===== config.mk =====
export PLATFORM = sky130hd
export DESIGN_NAME = rsa_operand_feeder
export DESIGN_NICKNAME = d
export VERILOG_FILES = /design/src/rtl/rsa_operand_feeder.sv
export SDC_FILE = /design/constraint.sdc
export NUM_CORES = 1
export LEC_CHECK = 0
export ABC_AREA = 1
export CAP_MARGIN = 10
export CORE_ASPECT_RATIO = 1.25
export CORE_MARGIN = 2
export CORE_UTILIZATION = 40
export CTS_BUF_LIST = sky130_fd_sc_hd__clkbuf_4
export DETAILED_ROUTE_END_ITERATION = 12
export GPL_TIMING_DRIVEN = 0
export PLACE_DENSITY_LB_ADDON = 0.08
export SLEW_MARGIN = 20
export SYNTH_ARGS = -nofsm -noshare
export SYNTH_HDL_FRONTEND = slang
export SYNTH_SLANG_ARGS = --single-unit

===== constraint.sdc =====
create_clock -name clk -period 1.5 [get_ports clk]
set_input_delay 0.15 -clock clk [delete_from_list [all_inputs] [get_ports clk]]
set_output_delay 0.15 -clock clk [all_outputs]
set_load 0.1 [all_outputs]

===== src/rtl/rsa_operand_feeder.sv =====
// Operand feeder for the systolic array: streams A (row-major) onto Xin and
// B (column-major) onto Yin from two 1-cycle-latency read buffers, then
// pulses SA_start/done once both streams have been fully delivered.
module rsa_operand_feeder #(
    parameter int unsigned X      = 3,
    parameter int unsigned N      = 4,
    parameter int unsigned Y      = 3,
    parameter int unsigned IN_LEN = 8,
    parameter int unsigned MEM_AW = 8
) (
    input  logic              clk,
    input  logic              sys_rst_n,
    input  logic              start,
    input  logic [MEM_AW-1:0] a_base,
    input  logic [MEM_AW-1:0] b_base,
    input  logic              feed_hold,
    output logic              a_rd_en,
    output logic [MEM_AW-1:0] a_rd_addr,
    input  logic [IN_LEN-1:0] a_rd_data,
    output logic              b_rd_en,
    output logic [MEM_AW-1:0] b_rd_addr,
    input  logic [IN_LEN-1:0] b_rd_data,
    output logic              Xin_val,
    output logic [IN_LEN:1]   Xin_data,
    output logic              Yin_val,
    output logic [IN_LEN:1]   Yin_data,
    output logic              SA_start,
    output logic              busy,
    output logic              done
);

    localparam int unsigned ALen   = X * N;
    localparam int unsigned BLen   = N * Y;
    localparam int unsigned MaxLen = (ALen > BLen) ? ALen : BLen;
    localparam int unsigned CntW   = $clog2(MaxLen + 1);

    localparam logic [CntW-1:0] ALenC = CntW'(ALen);
    localparam logic [CntW-1:0] BLenC = CntW'(BLen);

    typedef enum logic [1:0] {
        StIdle,
        StFeed,
        StDrain,
        StKick
    } state_e;

    state_e            state_q, state_d;
    logic [MEM_AW-1:0] a_base_q, a_base_d;
    logic [MEM_AW-1:0] b_base_q, b_base_d;
    logic [CntW-1:0]   a_cnt_q, a_cnt_d;
    logic [CntW-1:0]   b_cnt_q, b_cnt_d;
    logic              xin_val_q, xin_val_d;
    logic              yin_val_q, yin_val_d;
    logic              sa_start_q, sa_start_d;
    logic              busy_q, busy_d;

    logic a_more;
    logic b_more;

    // Next-state, counter and read-strobe logic.
    always_comb begin
        state_d  = state_q;
        a_base_d = a_base_q;
        b_base_d = b_base_q;
        a_cnt_d  = a_cnt_q;
        b_cnt_d  = b_cnt_q;
        a_rd_en  = 1'b0;
        b_rd_en  = 1'b0;
        a_more   = (a_cnt_q < ALenC);
        b_more   = (b_cnt_q < BLenC);

        unique case (state_q)
            StIdle: begin
                if (start) begin
                    a_base_d = a_base;
                    b_base_d = b_base;
                    a_cnt_d  = '0;
                    b_cnt_d  = '0;
                    state_d  = StFeed;
                end
            end
            StFeed: begin
                // Streams advance independently; hold only blocks new reads.
                a_rd_en = a_more & ~feed_hold;
                b_rd_en = b_more & ~feed_hold;
                if (a_rd_en) a_cnt_d = a_cnt_q + CntW'(1);
                if (b_rd_en) b_cnt_d = b_cnt_q + CntW'(1);
                if ((a_cnt_d >= ALenC) && (b_cnt_d >= BLenC)) begin
                    state_d = StDrain;
                end
            end
            StDrain: state_d = StKick;
            StKick:  state_d = StIdle;
            default: state_d = StIdle;
        endcase

        // Valids follow the read strobes by the buffer latency.
        xin_val_d  = a_rd_en;
        yin_val_d  = b_rd_en;
        busy_d     = (state_d != StIdle);
        sa_start_d = (state_d == StKick);
    end

    // State and registered outputs; synchronous active-low reset.
    always_ff @(posedge clk) begin
        if (!sys_rst_n) begin
            state_q    <= StIdle;
            a_base_q   <= '0;
            b_base_q   <= '0;
            a_cnt_q    <= '0;
            b_cnt_q    <= '0;
            xin_val_q  <= 1'b0;
            yin_val_q  <= 1'b0;
            sa_start_q <= 1'b0;
            busy_q     <= 1'b0;
        end else begin
            state_q    <= state_d;
            a_base_q   <= a_base_d;
            b_base_q   <= b_base_d;
            a_cnt_q    <= a_cnt_d;
            b_cnt_q    <= b_cnt_d;
            xin_val_q  <= xin_val_d;
            yin_val_q  <= yin_val_d;
            sa_start_q <= sa_start_d;
            busy_q     <= busy_d;
        end
    end

    // Addresses wrap modulo 2^MEM_AW.
    assign a_rd_addr = a_base_q + MEM_AW'(a_cnt_q);
    assign b_rd_addr = b_base_q + MEM_AW'(b_cnt_q);

    assign Xin_val  = xin_val_q;
    assign Yin_val  = yin_val_q;
    assign Xin_data = xin_val_q ? a_rd_data : '0;
    assign Yin_data = yin_val_q ? b_rd_data : '0;
    assign SA_start = sa_start_q;
    assign done     = sa_start_q;
    assign busy     = busy_q;

    // Counters never run past their stream length.
    assert property (@(posedge clk) disable iff (!sys_rst_n)
                     (a_cnt_q <= ALenC) && (b_cnt_q <= BLenC));

    // Reads are only ever issued while feeding.
    assert property (@(posedge clk) disable iff (!sys_rst_n)
                     (a_rd_en | b_rd_en) |-> (state_q == StFeed));

endmodule

## Word level (Yosys, flattened, before mapping)

Index checks and enable logic that the tools add are counted.

- Bits in registers: 30
- Bits in latches: 0
- RAM bits: 0
- Bits in read-only memories: 0
- Input bits: 36
- Output and inout bits: 39
- Word-level logic and storage cells: 45
- Memories: 0

- Add/sub/neg operators: 4
- Multipliers: 0
- Div/mod/pow operators: 0
- $lt $le $gt $ge: 4
- Eq/ne operators: 5
- Shift-type cells: 0
- Muxes and demuxes: 14
- Bitwise operators: 3
- Reduce and logical (&&, ||, !) cells: 6

Operators by type and width:

| kind | count |
|---|---|
| $mux 4 | 5 |
| $add 8x4->8 | 2 |
| $mux 8 | 2 |
| $pmux 4 s2 | 2 |
| $add 4x1->4 const B | 2 |
| $ge 4x4->1 const B | 2 |
| $lt 4x4->1 const B | 2 |
| $pmux 2 s4 | 1 |
| $eq 2x2->1 const B | 3 |
| $mux 2 | 2 |
| $reduce_and 2->1 | 2 |
| $reduce_bool 2->1 | 2 |
| $and 1x1->1 | 2 |
| $eq 2x1->1 const B | 1 |
| $logic_not 2->1 | 1 |
| $mux 1 | 2 |
| $ne 2x2->1 const B | 1 |
| $logic_and 1x1->1 | 1 |
| $not 1->1 | 1 |

## Depth between registers and ports, before layout

- Depth in word-level cells: 9
- Gate-level depth with buffers: 10
- Gate-level depth less buffers: 10

## Least setup slack after synthesis

No wires, ideal clock.

- Path type: reg2out
- Start point: register b_cnt_q[0]
- End point: output b_rd_addr[6]
- Arrival time: 2.905 ns
- Required time: 1.350 ns
- Setup slack: -1.555 ns
- Cell stages (with the launch flop): 7
- Path buffers: 0
- Path through: dfxtp_1 ha_1 inv_1 fa_1 o21ai_0 nand2_1 xnor2_1

- Word-level cells in the longest chain between the ends: 1

Ends and longest elaborated chain:

| what | line | RTL |
|---|---|---|
| from (decl) | 51 | `logic [CntW-1:0] b_cnt_q, b_cnt_d;` |
| from (signal assigned) | 121 | `b_cnt_q <= b_cnt_d;` |
| $add 8x4->8 | 131 | `assign b_rd_addr = b_base_q + MEM_AW'(b_cnt_q);` |
| to (decl) | 21 | `output logic [MEM_AW-1:0] b_rd_addr,` |

No other way between the ends.

## Worst setup path in the final report

- Start point: register a_cnt_q[0]
- End point: output a_rd_addr[6]

- Word-level cells in the longest chain between the ends: 1

Ends and longest elaborated chain:

| what | line | RTL |
|---|---|---|
| from (decl) | 50 | `logic [CntW-1:0] a_cnt_q, a_cnt_d;` |
| from (signal assigned) | 120 | `a_cnt_q <= a_cnt_d;` |
| $add 8x4->8 | 130 | `assign a_rd_addr = a_base_q + MEM_AW'(a_cnt_q);` |
| to (decl) | 18 | `output logic [MEM_AW-1:0] a_rd_addr,` |

No other way between the ends.

==> results.json <==
{
  "violations": "setup timing",
  "final_common_cell": "nand2_1",
  "setup_tns_ps": -6140,
  "relSlewSlack": 0.636,
  "path_max_fanout": 2,
  "p_leak_uw": 0.00139,
  "crit_path_max_incr_delay_ps": 390,
  "root_buffer": "clkbuf_4",
  "r2r-end": "state_q[0]",
  "path_clk_slew_ps": 100,
  "syn-num-nets": 296,
  "pwr-share-comb": 0.409,
  "drt-total-wl_mm": 5.30,
  "diodes": 0,
  "initial_utilization": 0.416,
  "cp.arrival_ps": 2000,
  "drt-pass1-iter-count": 6,
  "crit_end": "a_rd_addr[6]",
  "synth-seq-cells": 30,
  "design.core.area_um2": 4390,
  "layout_setup_ws_ps": -646,
  "grt_pass1_vias": 1812,
  "postLayoutCoreUtil": 0.824,
  "yosysWarnings": 0,
  "max_cap_viol_count": 0,
  "irDropWorstVdd_uv": 775,
  "crit_slowest_cell": "fa_2",
  "syn_area_per_cell_um2": 7.37,
  "ios": 75,
  "hold_viol": 0,
  "synth-xor-area-share": 0.0575,
  "cts_buffer_depth": 2,
  "final_area_um2": 3620,
  "ys_types": 31,
  "synth_top_family_by_area": "simple AND/OR/NAND/NOR gates",
  "syn_inst": 248,
  "worstPathRequired_ps": 1350,
  "drv_slew": 0,
  "path_class": "reg -> out",
  "die_area_um2": 5130,
  "p_seq_frac": 0.315,
  "period_share": 1.43,
  "antenna_left": 0,
  "overflow": 0,
  "worstHoldStart": "sys_rst_n",
  "cts_hold_buf": 0,
  "dieWidth_um": 64.4,
  "clkPwrFrac": 0.276,
  "worst-path-buf-inv": 2,
  "netlist_area_um2": 1830,
  "htreeDepth": 2,
  "power_density_nw_per_um2": 804,
  "via_per_inst": 4.79,
  "switching_share": 0.380,
  "power.internal_uw": 1800,
  "postPlaceCellArea_um2": 3050,
  "synth-compound-area-share": 0.153,
  "crit_start": "a_cnt_q[0]",
  "reg2reg_from": "a_cnt_q[0]",
  "period_needed_ps": 2150,
  "p_switching_uw": 1110,
  "clock-sinks": 30,
  "rsz0062_at_grt": "true",
  "rows": 27,
  "final_cell_mix": "39 x nand2_1, 34 x clkdlybuf4s50_1, 30 x nor2_1, 21 x buf_6, 18 x clkinvlp_4",
  "antenna_found_initial": 0,
  "num_vias": 1929,
  "dpl.hpwl_mm": 3.63,
  "cts_buffers": 5,
  "synthAdderAreaFrac": 0.0904,
  "crit_chain": "ha_4 > inv_2 > fa_2 > o21ai_4 > and3_4 > xor2_4 > buf_12",
  "crit_path_start_kind": "flip-flop",
  "rr_worst_depth": 10,
  "gp_congestion": 0.889,
  "yosys-mux-area-fraction": 0,
  "drcViolationCount": 0,
  "crit_family": "adder cells",
  "netlist_top_cells_area": "dfxtp_1 33%, nand2_1 9.2%, ha_1 6.8%",
  "drive_gt1_frac": 0.522,
  "ff2ff_setup_slack_ps": 170,
  "die_h_um": 79.6,
  "clk_latency_ps": 330,
  "synth_seq_area_share": 0.329,
  "yosys.area_share.simple": 0.262,
  "wl_per_cell_um": 13.1,
  "nets": 392,
  "cp.depth": 7,
  "fin_skew_ps": 5.15,
  "status": "finished with violations",
  "hp-class": "in -> reg",
  "cts_tree": "built",
  "grt_pass1_wl_mm": 8.29,
  "grt_max_degree": 11,
  "numPortBuffers": 73,
  "yosysTopAreaCellShare": 0.329,
  "fmaxAchievable_mhz": 466,
  "grt_usage": 0.206,
  "initialDrtViolationCount": 86,
  "tightestPinTransition_ps": 549,
  "critical_path.endpoint_type": "output pin",
  "setup_viol": 14,
  "area_growth_pct": 98.1,
  "synth.largest_area_cell": "dfxtp_1"
}
[cells by family (layout without fill, tap and decap cells)]
family	count (synthesis)	after routing
flops	30	30
fa+ha+maj	12	12
buf+inv	47	144
compound gates	43	43
simple gates	104	104
xor+xnor	12	12
[synthesized netlist by cell type]
library cell and count:
nor3_2 1, inv_1 33, a21oi_2 5, nand3_1 6
dfxtp_1 30, a211oi_2 2, nand2_4 3, nand2_1 45
and3_1 1, nor2_4 3, o22ai_2 1, a22oi_1 1
nor2_2 1, fa_1 2, nand2_2 6, xnor2_1 3
o21ai_1 1, clkbuf_1 3, nand4_1 2, o21ai_0 14
ha_1 10, a21oi_1 12, buf_6 2, a31oi_1 2
buf_4 1, nor2_1 33, inv_2 6, o21ai_2 5
nor3_1 3, xor2_1 9, buf_2 2
[layer usage]
metal	share of wire	global-route usage
met5	0	0
met1	0.39	0.251
met2	0.55	0.355
met3	0.042	0.0480
met4	0.023	0.0702
[tightest hold or removal path, cell delays in order]
cell,delay (ps)
buf_2,190
o21ai_2,100
a21oi_2,30
[worst min-delay path by stage]
| stage | cells after the start | to | slack (ps) |
|---|---|---|---|
| 3_5_place_dp | 1 | b_cnt_q[0] | 480 |
| 3_3_place_gp | 1 | b_cnt_q[0] | 480 |
| 5_1_grt | 3 | b_base_q[1] | 150 |
| 6_report | 3 | b_base_q[1] | 170 |
| 4_1_cts | 3 | b_base_q[1] | 150 |
| 2_1_floorplan | 2 | a_base_q[0] | 280 |
[through the flow]
step,hold slack (ps),setup WS [ps],total power [uW],cells
finish,172,-646,2910,403
global route,153,-735,3020,403
CTS,151,-692,2890,397
detailed placement,478,-1360,1950,379
global placement,481,-1340,1940,379
floorplan,285,-568,1700,248
[power groups by stage]
stage	clock network (uW)	logic, uW	registers (uW)
3_5_place_dp	0	1020	930
4_1_cts	814	1160	916
2_1_floorplan	0	753	947
5_1_grt	855	1240	926
3_3_place_gp	0	1010	928
6_report	803	1190	918
[state kept, by name, indices dropped and copies added, names as in the netlist]
| signal | flops |
|---|---|
| Yin_val | 1 |
| SA_start | 1 |
| a_base_q | 8 |
| b_base_q | 8 |
| busy | 1 |
| state_q | 2 |
| b_cnt_q | 4 |
| Xin_val | 1 |
| a_cnt_q | 4 |
[cell type report]
class	count	area, um^2
plain buffers	8	53.8
clock buffers	5	37.5
clock inverters	3	63.8
fillers	262	773
inverters	39	214
multi-input cells	171	1500
flip-flops and latches	30	638
well taps	58	72.6
repair buffers	89	1040
[repair_timing]
action | 4_1_cts | 5_1_grt
setup endpoints to repair | 39 | 30
resized for setup | 292 | 27
pin swaps | 18 | 10
setup buffers | 10 | 7
hold endpoints to repair | 0 | 0
No activity file was read; power rests on OpenSTA's default activity.
==> edit, RTL diff (same flow settings) <==
Put a register stage on the output `a_rd_en`, cleared by the reset. The value now appears one clock later. The other outputs are not delayed to match.
--- a/src/rtl/rsa_operand_feeder.sv
+++ b/src/rtl/rsa_operand_feeder.sv
@@ -44,6 +44,8 @@
         StKick
     } state_e;
 
+    logic a_rd_en_d;
+
     state_e            state_q, state_d;
     logic [MEM_AW-1:0] a_base_q, a_base_d;
     logic [MEM_AW-1:0] b_base_q, b_base_d;
@@ -64,7 +66,7 @@
         b_base_d = b_base_q;
         a_cnt_d  = a_cnt_q;
         b_cnt_d  = b_cnt_q;
-        a_rd_en  = 1'b0;
+        a_rd_en_d = 1'b0;
         b_rd_en  = 1'b0;
         a_more   = (a_cnt_q < ALenC);
         b_more   = (b_cnt_q < BLenC);
@@ -81,9 +83,9 @@
             end
             StFeed: begin
                 // Streams advance independently; hold only blocks new reads.
-                a_rd_en = a_more & ~feed_hold;
+                a_rd_en_d = a_more & ~feed_hold;
                 b_rd_en = b_more & ~feed_hold;
-                if (a_rd_en) a_cnt_d = a_cnt_q + CntW'(1);
+                if (a_rd_en_d) a_cnt_d = a_cnt_q + CntW'(1);
                 if (b_rd_en) b_cnt_d = b_cnt_q + CntW'(1);
                 if ((a_cnt_d >= ALenC) && (b_cnt_d >= BLenC)) begin
                     state_d = StDrain;
@@ -95,7 +97,7 @@
         endcase
 
         // Valids follow the read strobes by the buffer latency.
-        xin_val_d  = a_rd_en;
+        xin_val_d  = a_rd_en_d;
         yin_val_d  = b_rd_en;
         busy_d     = (state_d != StIdle);
         sa_start_d = (state_d == StKick);
@@ -144,6 +146,14 @@
 
     // Reads are only ever issued while feeding.
     assert property (@(posedge clk) disable iff (!sys_rst_n)
-                     (a_rd_en | b_rd_en) |-> (state_q == StFeed));
+                     (a_rd_en_d | b_rd_en) |-> (state_q == StFeed));
+
+    always_ff @(posedge clk) begin
+        if (!sys_rst_n) begin
+            a_rd_en <= '0;
+        end else begin
+            a_rd_en <= a_rd_en_d;
+        end
+    end
 
 endmodule
Check against the original RTL: not equivalent (a bounded check fails within 4 cycles, from zero or initial values and one cycle with sys_rst_n low).
==> edit against the original RTL <==
  * Setup slack worse by 0.036 ns
  * Area after synthesis is 0.21% lower
  * Design area decreased by 2.8%
  * Die area is 0.20% lower
  * Global-route usage shrank 0.36 points
  * Sequential power shrank 0.7%
  * Wire length shrank 0.74%
  * The flow still finishes with violations (negative setup slack)
  * Total power down 14%
  * Sequential cell count unchanged
==> edit: results <==
[hold_path]
min_from = b_base[0]
hp-class = in -> reg
whs_path_depth = 3

[yosys]
synth-seq-area-share = 0.3294
synth_ff_type = dfxtp_1
yosys-top-cells-area = dfxtp_1 (33%), nand2_1 (9.5%), inv_1 (7.2%)
ys_warn_count = 0
synthesis.nets = 297
synth-edff-count = 0
async_flop_share = 0
synth_cell_types = 30
ys_top_cells_by_count = nand2_1 (46), inv_1 (35), nor2_1 (34), dfxtp_1 (30), o21ai_0 (16)
syn_avg_cell_area_um2 = 7.321

[worst_setup_path]
critPathMaxFanout = 2
crit_start = a_base_q[0]
rr_startpoint = b_cnt_q[0]
worst-endpoint-arrival_ns = 2.03
reg2regPathDepth = 10

[placed_design]
place_inst = 381
place_congestion = 0.8682
dp_hpwl_um = 3562
io_buffers = 74

[clocking]
clkLatencyLatePin_ns = 0.33
h-tree-depth = 2
clockBufferDepth = 2
cts_root_buffer = clkbuf_4
cts_buffers = 5
clkTransAtPathRegs_ns = 0.10

[grt]
grt_pass1_vias = 1793
grt_pass1_wl_um = 8114
track_usage = 0.2023
antenna_found_initial = 0
grt_max_degree = 11

[timing]
max_slew.worst_pin.slew_ns = 0.5497
setup_slack_ns = -0.6819
fin_worst_skew_ns = 0.01061
setup_viol = 14
setup_tns_ns = -6.074

[cells_and_area]
nNetsFinal = 391
reg_top3 = a_base_q (8), b_base_q (8)
drive_gt1_frac = 0.4971
diodes = 0

[drt]
dr.first_iter.drc_count = 47
viasPerCell = 4.771
drt-pass1-iter-count = 4
wl_per_cell_um = 13.08
drt_wl_total_um = 5257

[outcome]
violations = negative setup slack
status = complete, but fails checks

[pwr]
max-vdd-ir-drop_v = 0.0005534
leakagePower_nw = 1.341
-- edit: changes by cell type in the layout (fill, tap and decap cells not counted), moves of 3 or more --
cell and change:
a21oi_1 -3, a21oi_2 +3, buf_6 +3, dfxtp_2 -3
nand2_1 +3, nand2_2 -3, nor3_1 -3, o21ai_0 +3
o22ai_1 +3
-- edit: area by class of cell --
type | instances | area, µm²
Buffer | 9 | 65.06
Clock inverter | 3 | 15.01
Clock buffer | 5 | 37.54
Multi-Input combinational cell | 169 | 1466
Timing Repair Buffer | 87 | 997.2
Tap cell | 58 | 72.57
Sequential cell | 30 | 638.1
Fill cell | 298 | 875.8
Inverter | 41 | 224.0
-- edit: stage by stage --
stage	setup slack [ns]	area, µm²
global route	-0.7429	3516
global placement	-1.306	3049
floorplan	-0.5620	2236
CTS	-0.6976	3338
finish	-0.6819	3516
detailed placement	-1.329	3049
-- edit: cells by family after synthesis --
logic type / Yosys count / share of synthesized area
XOR/XNOR: 12 / 0.05766
adder cells (fa/ha/maj): 12 / 0.09060
buffers and inverters: 50 / 0.1201
AO/OA/AOI/OAI: 47 / 0.1634
AND/OR/NAND/NOR: 98 / 0.2389
flip-flops: 30 / 0.3294
-- edit: critical path, cell delays in order, from the launching register on --
cell	delay, ns
dfxtp_4	0.38
ha_4	0.13
inv_2	0.04
fa_2	0.40
o21ai_4	0.16
and3_4	0.23
xor2_4	0.17
buf_12	0.19
-- edit: power by group --
group          switching (mW)  internal (mW)
Clock                   0.300          0.176
Combinational           0.701          0.412
Sequential             0.0699          0.842
Total                    1.07           1.43
-- edit: path summary, 6_finish.rpt --
check | end | slack, ns
worst max-delay path | a_rd_addr[6] | -0.68
worst max register to register | state_q[0] | 0.08
worst min register to register | SA_start | 0.55
worst min-delay path | b_base_q[0] | 0.39
-- edit: repair_timing --
item | 4_1_cts | 5_1_grt
setup endpoints to repair | 39 | 32
pin swaps | 16 | 11
setup buffers | 10 | 3
gates resized for setup | 273 | 34
-- edit: per-layer routing --
layer / track usage / vias up / share of wire
li1: - / 958 / -
met1: 0.2215 / 903 / 0.37
met2: 0.3823 / 51 / 0.57
met3: 0.04513 / 6 / 0.048
met4: 0.06383 / 0 / 0.012
met5: 0 / - / 0
